### src/rtl/wb_simple_master_pkg.sv
// rtl/wb_simple_master_pkg.sv - shared status codes and FSM encoding for wb_simple_master
// Contents:
//   ST_OK/ST_ERR/ST_RTY/ST_TMO : 2-bit completion status reported on status_o
//   state_t                    : master FSM state encoding (IDLE=0, STROBE=1, WAIT=2, RETRY=3)
package wb_simple_master_pkg;

  localparam logic [1:0] ST_OK  = 2'b00;
  localparam logic [1:0] ST_ERR = 2'b01;
  localparam logic [1:0] ST_RTY = 2'b10;
  localparam logic [1:0] ST_TMO = 2'b11;

  typedef enum logic [1:0] {
    S_IDLE   = 2'd0,
    S_STROBE = 2'd1,
    S_WAIT   = 2'd2,
    S_RETRY  = 2'd3
  } state_t;

endpackage

### src/rtl/wb_simple_master_tmo.sv
// rtl/wb_simple_master_tmo.sv - 16-bit bus-cycle timeout counter
// Ports:
//   clk_i      in   clock
//   rst_n_i    in   asynchronous active-low reset
//   clr_i      in   clear count to zero (wins over en_i)
//   en_i       in   count one cycle
//   expired_o  out  count has reached TIMEOUT-1
module wb_simple_master_tmo #(
  parameter int TIMEOUT = 255
) (
  input  logic clk_i,
  input  logic rst_n_i,
  input  logic clr_i,
  input  logic en_i,
  output logic expired_o
);

  localparam logic [15:0] LAST = 16'(TIMEOUT - 1);

  logic [15:0] cnt_q;
  logic [15:0] cnt_d;

  // Saturating at LAST keeps expired_o asserted instead of wrapping if the
  // owner is slow to react.
  always_comb begin
    cnt_d = cnt_q;
    if (clr_i) begin
      cnt_d = '0;
    end else if (en_i && (cnt_q != LAST)) begin
      cnt_d = cnt_q + 16'd1;
    end
  end

  always_ff @(posedge clk_i or negedge rst_n_i) begin
    if (!rst_n_i) begin
      cnt_q <= '0;
    end else begin
      cnt_q <= cnt_d;
    end
  end

  assign expired_o = (cnt_q == LAST);

endmodule

### src/rtl/wb_simple_master.sv
// rtl/wb_simple_master.sv - single-request Wishbone pipelined master with retry and timeout
// Ports:
//   clk_i, rst_n_i                     clock, asynchronous active-low reset
//   req_i, we_i, adr_i, dat_i, sel_i   local request (sampled only while busy_o=0)
//   busy_o, done_o, status_o, rdat_o   local completion side (status/rdat held between dones)
//   wb_cyc_o, wb_stb_o, wb_we_o        Wishbone controls
//   wb_adr_o, wb_sel_o, wb_dat_o       Wishbone address, byte selects, write data
//   wb_ack_i, wb_err_i, wb_rty_i       Wishbone terminating responses
//   wb_stall_i, wb_dat_i               Wishbone stall and read data
module wb_simple_master
  import wb_simple_master_pkg::*;
#(
  parameter int ADDR_WIDTH = 32,
  parameter int DATA_WIDTH = 32,
  parameter int TIMEOUT    = 255,
  parameter int MAX_RETRY  = 3
) (
  input  logic                    clk_i,
  input  logic                    rst_n_i,
  input  logic                    req_i,
  input  logic                    we_i,
  input  logic [ADDR_WIDTH-1:0]   adr_i,
  input  logic [DATA_WIDTH-1:0]   dat_i,
  input  logic [DATA_WIDTH/8-1:0] sel_i,
  output logic                    busy_o,
  output logic                    done_o,
  output logic [1:0]              status_o,
  output logic [DATA_WIDTH-1:0]   rdat_o,
  output logic                    wb_cyc_o,
  output logic                    wb_stb_o,
  output logic                    wb_we_o,
  output logic [ADDR_WIDTH-1:0]   wb_adr_o,
  output logic [DATA_WIDTH/8-1:0] wb_sel_o,
  output logic [DATA_WIDTH-1:0]   wb_dat_o,
  input  logic                    wb_ack_i,
  input  logic                    wb_err_i,
  input  logic                    wb_rty_i,
  input  logic                    wb_stall_i,
  input  logic [DATA_WIDTH-1:0]   wb_dat_i
);

  localparam int RW = $clog2(MAX_RETRY + 2);
  localparam logic [RW-1:0] MAX_RETRY_C = RW'(MAX_RETRY);

  state_t                  state_q, state_d;
  logic                    cyc_q, cyc_d;
  logic                    stb_q, stb_d;
  logic                    we_q, we_d;
  logic [ADDR_WIDTH-1:0]   adr_q, adr_d;
  logic [DATA_WIDTH-1:0]   dat_q, dat_d;
  logic [DATA_WIDTH/8-1:0] sel_q, sel_d;
  logic                    busy_q, busy_d;
  logic                    done_q, done_d;
  logic [1:0]              status_q, status_d;
  logic [DATA_WIDTH-1:0]   rdat_q, rdat_d;
  logic [RW-1:0]           retry_q, retry_d;

  logic       tmo_clr;
  logic       tmo_expired;
  logic       resp_phase;
  logic       finish;
  logic [1:0] fin_status;

  wb_simple_master_tmo #(
    .TIMEOUT (TIMEOUT)
  ) u_tmo (
    .clk_i     (clk_i),
    .rst_n_i   (rst_n_i),
    .clr_i     (tmo_clr),
    .en_i      (cyc_q),
    .expired_o (tmo_expired)
  );

  always_comb begin
    state_d    = state_q;
    cyc_d      = cyc_q;
    stb_d      = stb_q;
    we_d       = we_q;
    adr_d      = adr_q;
    dat_d      = dat_q;
    sel_d      = sel_q;
    busy_d     = busy_q;
    done_d     = 1'b0;
    status_d   = status_q;
    rdat_d     = rdat_q;
    retry_d    = retry_q;
    tmo_clr    = 1'b0;
    finish     = 1'b0;
    fin_status = ST_OK;

    // The slave may terminate in the very cycle it accepts the strobe
    // (it drops stall together with ack), so acceptance doubles as a
    // response sampling point.
    resp_phase = (state_q == S_WAIT) || ((state_q == S_STROBE) && !wb_stall_i);

    case (state_q)
      S_IDLE: begin
        if (req_i) begin
          we_d    = we_i;
          adr_d   = adr_i;
          dat_d   = dat_i;
          sel_d   = sel_i;
          cyc_d   = 1'b1;
          stb_d   = 1'b1;
          busy_d  = 1'b1;
          retry_d = '0;
          tmo_clr = 1'b1;
          state_d = S_STROBE;
        end
      end
      S_STROBE: begin
        if (!wb_stall_i) begin
          stb_d   = 1'b0;
          state_d = S_WAIT;
        end
      end
      S_RETRY: begin
        stb_d   = 1'b1;
        state_d = S_STROBE;
      end
      default: begin
      end
    endcase

    if (resp_phase) begin
      if (wb_err_i) begin
        finish     = 1'b1;
        fin_status = ST_ERR;
      end else if (wb_ack_i) begin
        finish     = 1'b1;
        fin_status = ST_OK;
        if (!we_q) begin
          rdat_d = wb_dat_i;
        end
      end else if (wb_rty_i) begin
        if (retry_q < MAX_RETRY_C) begin
          retry_d = retry_q + 1'b1;
          stb_d   = 1'b0;
          state_d = S_RETRY;
        end else begin
          finish     = 1'b1;
          fin_status = ST_RTY;
        end
      end
    end

    // A retry-able rty is not terminating, so the timeout still wins over it.
    if (!finish && (state_q != S_IDLE) && tmo_expired) begin
      finish     = 1'b1;
      fin_status = ST_TMO;
    end

    if (finish) begin
      cyc_d    = 1'b0;
      stb_d    = 1'b0;
      busy_d   = 1'b0;
      done_d   = 1'b1;
      status_d = fin_status;
      state_d  = S_IDLE;
    end
  end

  always_ff @(posedge clk_i or negedge rst_n_i) begin
    if (!rst_n_i) begin
      state_q  <= S_IDLE;
      cyc_q    <= 1'b0;
      stb_q    <= 1'b0;
      we_q     <= 1'b0;
      adr_q    <= '0;
      dat_q    <= '0;
      sel_q    <= '0;
      busy_q   <= 1'b0;
      done_q   <= 1'b0;
      status_q <= ST_OK;
      rdat_q   <= '0;
      retry_q  <= '0;
    end else begin
      state_q  <= state_d;
      cyc_q    <= cyc_d;
      stb_q    <= stb_d;
      we_q     <= we_d;
      adr_q    <= adr_d;
      dat_q    <= dat_d;
      sel_q    <= sel_d;
      busy_q   <= busy_d;
      done_q   <= done_d;
      status_q <= status_d;
      rdat_q   <= rdat_d;
      retry_q  <= retry_d;
    end
  end

  assign busy_o   = busy_q;
  assign done_o   = done_q;
  assign status_o = status_q;
  assign rdat_o   = rdat_q;
  assign wb_cyc_o = cyc_q;
  assign wb_stb_o = stb_q;
  assign wb_we_o  = we_q;
  assign wb_adr_o = adr_q;
  assign wb_sel_o = sel_q;
  assign wb_dat_o = dat_q;

endmodule
### config.mk
export PLATFORM = sky130hd
export DESIGN_NAME = wb_simple_master
export DESIGN_NICKNAME = d
export VERILOG_FILES = /design/src/rtl/wb_simple_master_pkg.sv /design/src/rtl/wb_simple_master_tmo.sv /design/src/rtl/wb_simple_master.sv
export SDC_FILE = /design/constraint.sdc
export NUM_CORES = 1
export LEC_CHECK = 0
export CAP_MARGIN = 20
export CORE_AREA = 2 2 159 83
export CTS_CLUSTER_SIZE = 25
export DETAILED_ROUTE_END_ITERATION = 8
export DIE_AREA = 0 0 161 85
export PLACE_DENSITY_LB_ADDON = 0.3
export SYNTH_ARGS = -nofsm -noshare
export SYNTH_HDL_FRONTEND = slang
export SYNTH_SLANG_ARGS = --single-unit
### constraint.sdc
create_clock -name clk_i -period 2.6 [get_ports clk_i]
set_clock_uncertainty 0.2 [all_clocks]
set_input_delay 0.39 -clock clk_i [delete_from_list [all_inputs] [get_ports clk_i]]
set_output_delay 0.39 -clock clk_i [all_outputs]
set_load 0.02 [all_outputs]
==> results of run 1 <==
## path summary, 6_finish.rpt
path	cells after the start	start	endpoint	slack (ns)
worst min-delay path	2	wb_adr_o[8]$_DFFE_PN0P_	wb_adr_o[8]$_DFFE_PN0P_	0.27
min in group asynchronous	2	rst_n_i	wb_dat_o[1]$_DFFE_PN0P_	0.35
worst min register to register	2	wb_adr_o[8]$_DFFE_PN0P_	wb_adr_o[8]$_DFFE_PN0P_	0.27
max in group asynchronous	3	rst_n_i	wb_adr_o[19]$_DFFE_PN0P_	1.17
worst max-delay path	4	u_tmo.cnt_q[9]$_DFFE_PN0P_	u_tmo.cnt_q[2]$_DFFE_PN0P_	0.34
worst max register to register	4	u_tmo.cnt_q[9]$_DFFE_PN0P_	u_tmo.cnt_q[2]$_DFFE_PN0P_	0.34
## through the flow
step	cells	setup slack, ns	instance area, sq um	total power, mW	utilization [%]
after floorplan	507	0.497	5210	5.52	-
after global placement	878	0.207	7580	7.67	61.5
after detailed placement	878	0.224	7580	7.83	61.5
after CTS	911	0.358	8260	10.5	66.9
after global routing	911	0.192	8260	11.0	66.9
final	911	0.344	8260	10.4	66.9
## critical path: stages (launching register included)
cell,delay [ns]
dfrtp_1,0.43
or4_4,0.58
nor4_2,0.62
nor3_1,0.12
o21a_1,0.19
## timing repair
item	CTS	global route
setup buffers	0	0
hold endpoints to repair	42	0
hold buffers	1	0
## cell usage in the layout, fill, tap and decap left out, types with 2 or more instances in the layout
| master | n |
|---|---|
| o311ai_0 | 4 |
| nand4_1 | 2 |
| bufinv_16 | 5 |
| clkbuf_16 | 17 |
| ha_1 | 3 |
| dfrtp_1 | 127 |
| or4_1 | 6 |
| a21oi_1 | 12 |
| inv_1 | 7 |
| o41ai_1 | 4 |
| o31ai_1 | 7 |
| nor3_1 | 3 |
| clkdlybuf4s50_1 | 213 |
| clkinv_4 | 3 |
| mux2i_1 | 2 |
| o21ai_0 | 4 |
| or3_1 | 3 |
| nand2b_1 | 6 |
| clkbuf_8 | 2 |
| nor2_1 | 10 |
| nor3b_2 | 2 |
| nand2_1 | 216 |
| or4_4 | 2 |
| clkinvlp_4 | 3 |
| buf_12 | 4 |
| mux2_2 | 31 |
| buf_4 | 8 |
| a31oi_1 | 2 |
| and3_1 | 2 |
| nand3_1 | 6 |
## logic make-up (layout without fill, tap and decap cells)
family	Yosys count	after routing	share of synthesized area, %
flops	127	127	61.0
buf+inv	31	265	2.76
mux	34	34	7.38
fa+ha+maj	3	3	0.721
simple gates	269	269	22.3
xor+xnor	1	1	0.168
compound gates	42	42	5.60
## where the power goes
group,leakage (nW),internal [mW],switching (mW),total [mW]
registers,1.59,2.83,0.536,3.36
clock network,0.313,1.76,0.870,2.63
logic,1.88,2.12,2.29,4.41
## cell type report
| cell class | count | area [sq um] |
|---|---|---|
| fillers | 926 | 4080 |
| flip-flops and latches | 127 | 3180 |
| repair buffers | 226 | 2280 |
| multi-input cells | 349 | 1890 |
| clock buffers | 20 | 457 |
| well taps | 170 | 213 |
| clock inverters | 12 | 208 |
| inverters | 7 | 26.3 |
## state kept, by name, indices dropped and copies added, names as in the netlist, 2 cells and up
name and flops:
retry_q 3, state_q 2, wb_adr_o 32, status_o 2
u_tmo.cnt_q 16, rdat_o 32, wb_dat_o 32, wb_sel_o 4
## per-layer routing
metal | up-vias | track usage, % | share of wire (%)
li1 | 2133 | - | -
met1 | 2146 | 29.1 | 45
met2 | 166 | 33.9 | 46
met3 | 8 | 7.92 | 8.5
met4 | 0 | 5.76 | 0.70
met5 | - | 0 | 0
==> results_dict.tcl, run 1 <==
set metrics [dict create \
    slew_headroom_pct 57.9 \
    synth_cells 507 \
    hold_violations 0 \
    max_slew.worst_pin.slew_ns 0.626 \
    tritoncts "yes" \
    syn-cell-area_sq_um 5210 \
    setup_violations 0 \
    antenna_found_initial 0 \
    slew_viol_final 0 \
    initial_core_util_pct 42.2 \
    clkTransAtPathRegs_ns 0.06 \
    cts.htree.levels 4 \
    ys_types 47 \
    die_h_um 85 \
    syn_to_final_growth_pct 58.6 \
    vias_per_cell 4.89 \
    drt_pre_antenna_iters 5 \
    timing.final.crit_share_pct 86.8 \
    gp_congestion 0.852 \
    synth_top_area_share_pct 61.0 \
    cap_violations 0 \
    antenna_cells 0 \
    grt_pass1_wl_um 23500 \
    cp.arrival_ns 2.34 \
    synth_warnings 0 \
    synth-seq-cells 127 \
    yosysMostFrequentCell "nand2_1" \
    p_leak_nw 3.78 \
    hold_path_class "reg2reg" \
    path_max_fanout 7 \
    avgRoutedWirePerCell_um 15.4 \
    grt_pass1_vias 4743 \
    end_kind "flop" \
    clock_sinks 127 \
    via_count 4453 \
    grt_usage_pct 21.7 \
    yosysTopAreaCell "dfrtp_1" \
    core-area_sq_um 12300 \
    drive_gt1_share_pct 11.6 \
    synth_seq_area_share_pct 61.0 \
    grt_max_degree 48 \
    port_buffers 214 \
    fin_nets 839 \
    synth_fp_nets 618 \
    die_x_um 161 \
    timing.final.crit_period_ns 2.26 \
    wirelength_um 14000 \
    fmax_mhz 443 \
    rsz0062_at_grt "no" \
    cts_buffer_depth 2 \
    clock_latency_ns 0.39 \
    drtIter0Drc 271 \
    numCtsBuffers 17 \
    whs_ns 0.270 \
    critPathKind "reg2reg" \
    drc 0 \
    synth_area_leaders "dfrtp_1, nand2_1, mux2_2" \
    status "completed" \
    synth_edf_count 0 \
    ir_worst_vdd_uv 733 \
    cts_root_buffer "clkbuf_16" \
    cp-start-kind "flop" \
    io-pin-count 215 \
    power.density_nw_per_um2 1260 \
    core.rowCount 29 \
    synth_ff_type "dfrtp_1" \
    ys_async_sr_fraction_pct 100 \
    hpwl_um 10300 \
    grt_overflow 0 \
    cp.required_ns 2.69 \
    tns_ns 0 \
    postSynthAreaPerCell_sq_um 10.3 \
    dieArea_sq_um 13700 \
    ctsResizeCount 0 \
    synthTopCellsByCount "nand2_1, dfrtp_1, mux2_2, clkbuf_1, a21oi_1" \
    ant_nets 0 \
]
Power figures use the tool's default switching activity.
==> run 2, diff against run 1 <==
Settings changed: CORE_AREA 2 2 159 83 to 2 2 114 116, DIE_AREA 0 0 161 85 to 0 0 116 118.
==> run 2 against run 1 <==
Net effect: utilization down 0.97 points; first-iteration DRC count down 37%; global-route usage is 0.51 points lower; count of clock-buffer cells in the layout grew 5; combinational power hardly changed; sequential power hardly changed; maximum frequency rose by 0.87%; power down 3.0%; flip-flop and latch count unchanged; non-clock buffer count is 1 higher; final area decreased by 0.83%; largest cell class unchanged.
==> results_dict.tcl, run 2 (synthesis gave the netlist of run 1 again) <==
set metrics [dict create \
    die_h_um 118 \
    grt_max_degree 78 \
    slew_headroom_pct 58.2 \
    tritoncts "yes" \
    cts.htree.levels 4 \
    end_kind "flop" \
    ff2ff_path_depth 4 \
    path_max_fanout 7 \
    core.rowCount 41 \
    drive_gt1_share_pct 11.3 \
    dieArea_sq_um 13700 \
    min_from "wb_adr_o[14]$_DFFE_PN0P_" \
    drc 0 \
    grt_use_met2_pct 37.2 \
    post-cts-setup-buffer-count 0 \
    gp_congestion 0.762 \
    hold_buffers 1 \
    grt_busiest_layer "met2" \
    grt_usage_pct 21.2 \
    cts_buffer_depth 2 \
    via_count 4413 \
    core-area_sq_um 12400 \
    cp-start-kind "flop" \
    timing.final.crit_period_ns 2.24 \
    port_buffers 214 \
    slew_viol_final 0 \
    io-pin-count 215 \
    clkTransAtPathRegs_ns 0.05 \
    dp_slack_ns 0.172 \
    ctsResizeCount 0 \
    syn_to_final_growth_pct 57.2 \
    power.density_nw_per_um2 1230 \
    grt_overflow 0 \
    clock_latency_ns 0.41 \
    numCtsBuffers 17 \
    reg2reg_setup_slack_ns 0.36 \
    antenna_cells 0 \
    worstReg2RegStart "u_tmo.cnt_q[10]$_DFFE_PN0P_" \
    final_core_util_pct 66.0 \
    timing.final.crit_share_pct 86.0 \
    whs_path_depth 2 \
    tns_ns 0 \
    die_x_um 116 \
    ir_worst_vdd_uv 688 \
    max_slew.worst_pin.slew_ns 0.621 \
    fmax_mhz 447 \
    grt_pass1_wl_um 22700 \
    layout_commonest_cell "nand2_1" \
    drt_pre_antenna_iters 4 \
    grt_pass1_vias 4661 \
    setup_violations 0 \
    fin_nets 840 \
    use_met1_pct 23.7 \
    hold_end "wb_adr_o[14]$_DFFE_PN0P_" \
    p_leak_nw 3.76 \
    hold_path_class "reg2reg" \
    ant_nets 0 \
    wirelength_um 13600 \
    hold_violations 0 \
    hpwl_um 9770 \
    cp.required_ns 2.69 \
    critPathKind "reg2reg" \
    cap_violations 0 \
    reg2reg_to "u_tmo.cnt_q[2]$_DFFE_PN0P_" \
    avgRoutedWirePerCell_um 14.9 \
    vias_per_cell 4.83 \
    cts_root_buffer "clkbuf_16" \
    final_cell_mix "nand2_1, clkdlybuf4s50_1, dfrtp_1" \
    antenna_found_initial 0 \
    drtIter0Drc 170 \
    cp.arrival_ns 2.33 \
    rsz0062_at_grt "no" \
    initial_core_util_pct 41.9 \
    status "completed" \
    clock_sinks 127 \
    met3_usage_pct 7.11 \
    finalWorstSetupSlack_ns 0.364 \
]
run 2: through the flow:
step	instance area (sq um)	cells	power, mW	hold slack, ns
floorplan	5210	507	5.52	-0.106
global placement	7590	881	7.69	0.175
detailed placement	7590	881	7.83	0.183
CTS	8190	913	10.2	0.275
global route	8190	913	10.7	0.295
finish	8190	913	10.1	0.267
run 2: cell type report:
class,instances,area (sq um)
clock buffers,25,505
multi-input cells,349,1890
repair buffers,227,2290
flip-flops and latches,127,3180
inverters,7,26.3
well taps,172,215
fillers,1009,4230
clock inverters,6,80.1
run 2: how the worst max path moves through the flow:
| stage | from | endpoint | slack, ns | cells after the start |
|---|---|---|---|---|
| floorplan | u_tmo.cnt_q[10]$_DFFE_PN0P_ | status_o[0]$_DFFE_PN0P_ | 0.50 | 4 |
| global placement | wb_stall_i | rdat_o[6]$_DFFE_PN0P_ | 0.20 | 6 |
| detailed placement | wb_stall_i | rdat_o[6]$_DFFE_PN0P_ | 0.17 | 6 |
| CTS | u_tmo.cnt_q[10]$_DFFE_PN0P_ | u_tmo.cnt_q[2]$_DFFE_PN0P_ | 0.35 | 4 |
| global route | u_tmo.cnt_q[10]$_DFFE_PN0P_ | u_tmo.cnt_q[0]$_DFFE_PN0P_ | 0.26 | 4 |
| finish | u_tmo.cnt_q[10]$_DFFE_PN0P_ | u_tmo.cnt_q[2]$_DFFE_PN0P_ | 0.36 | 4 |
run 2: metal layers:
layer  part of all wire (%)  up-vias
li1                       -     2121
met1                     39     2124
met2                     52      144
met3                    7.2       24
met4                    1.8        0
met5                      0        -
run 2: report_power, final:
| group | internal [mW] | switching [mW] | total, mW |
|---|---|---|---|
| registers | 2.83 | 0.519 | 3.35 |
| clock network | 1.53 | 0.794 | 2.32 |
| logic | 2.14 | 2.29 | 4.43 |
| total | 6.49 | 3.60 | 10.1 |
run 2: critical path: stages (launching register included):
cell and delay (ns):
dfrtp_1 0.41, or4_4 0.59, nor4_2 0.62, nor3_1 0.10
o21a_1 0.19
==> run 3, diff against run 2 <==
Settings changed: HOLD_SLACK_MARGIN set to 0.03.
==> results of run 3 <==
Same layout as run 2: the final DEF is identical, and so are final timing and power.
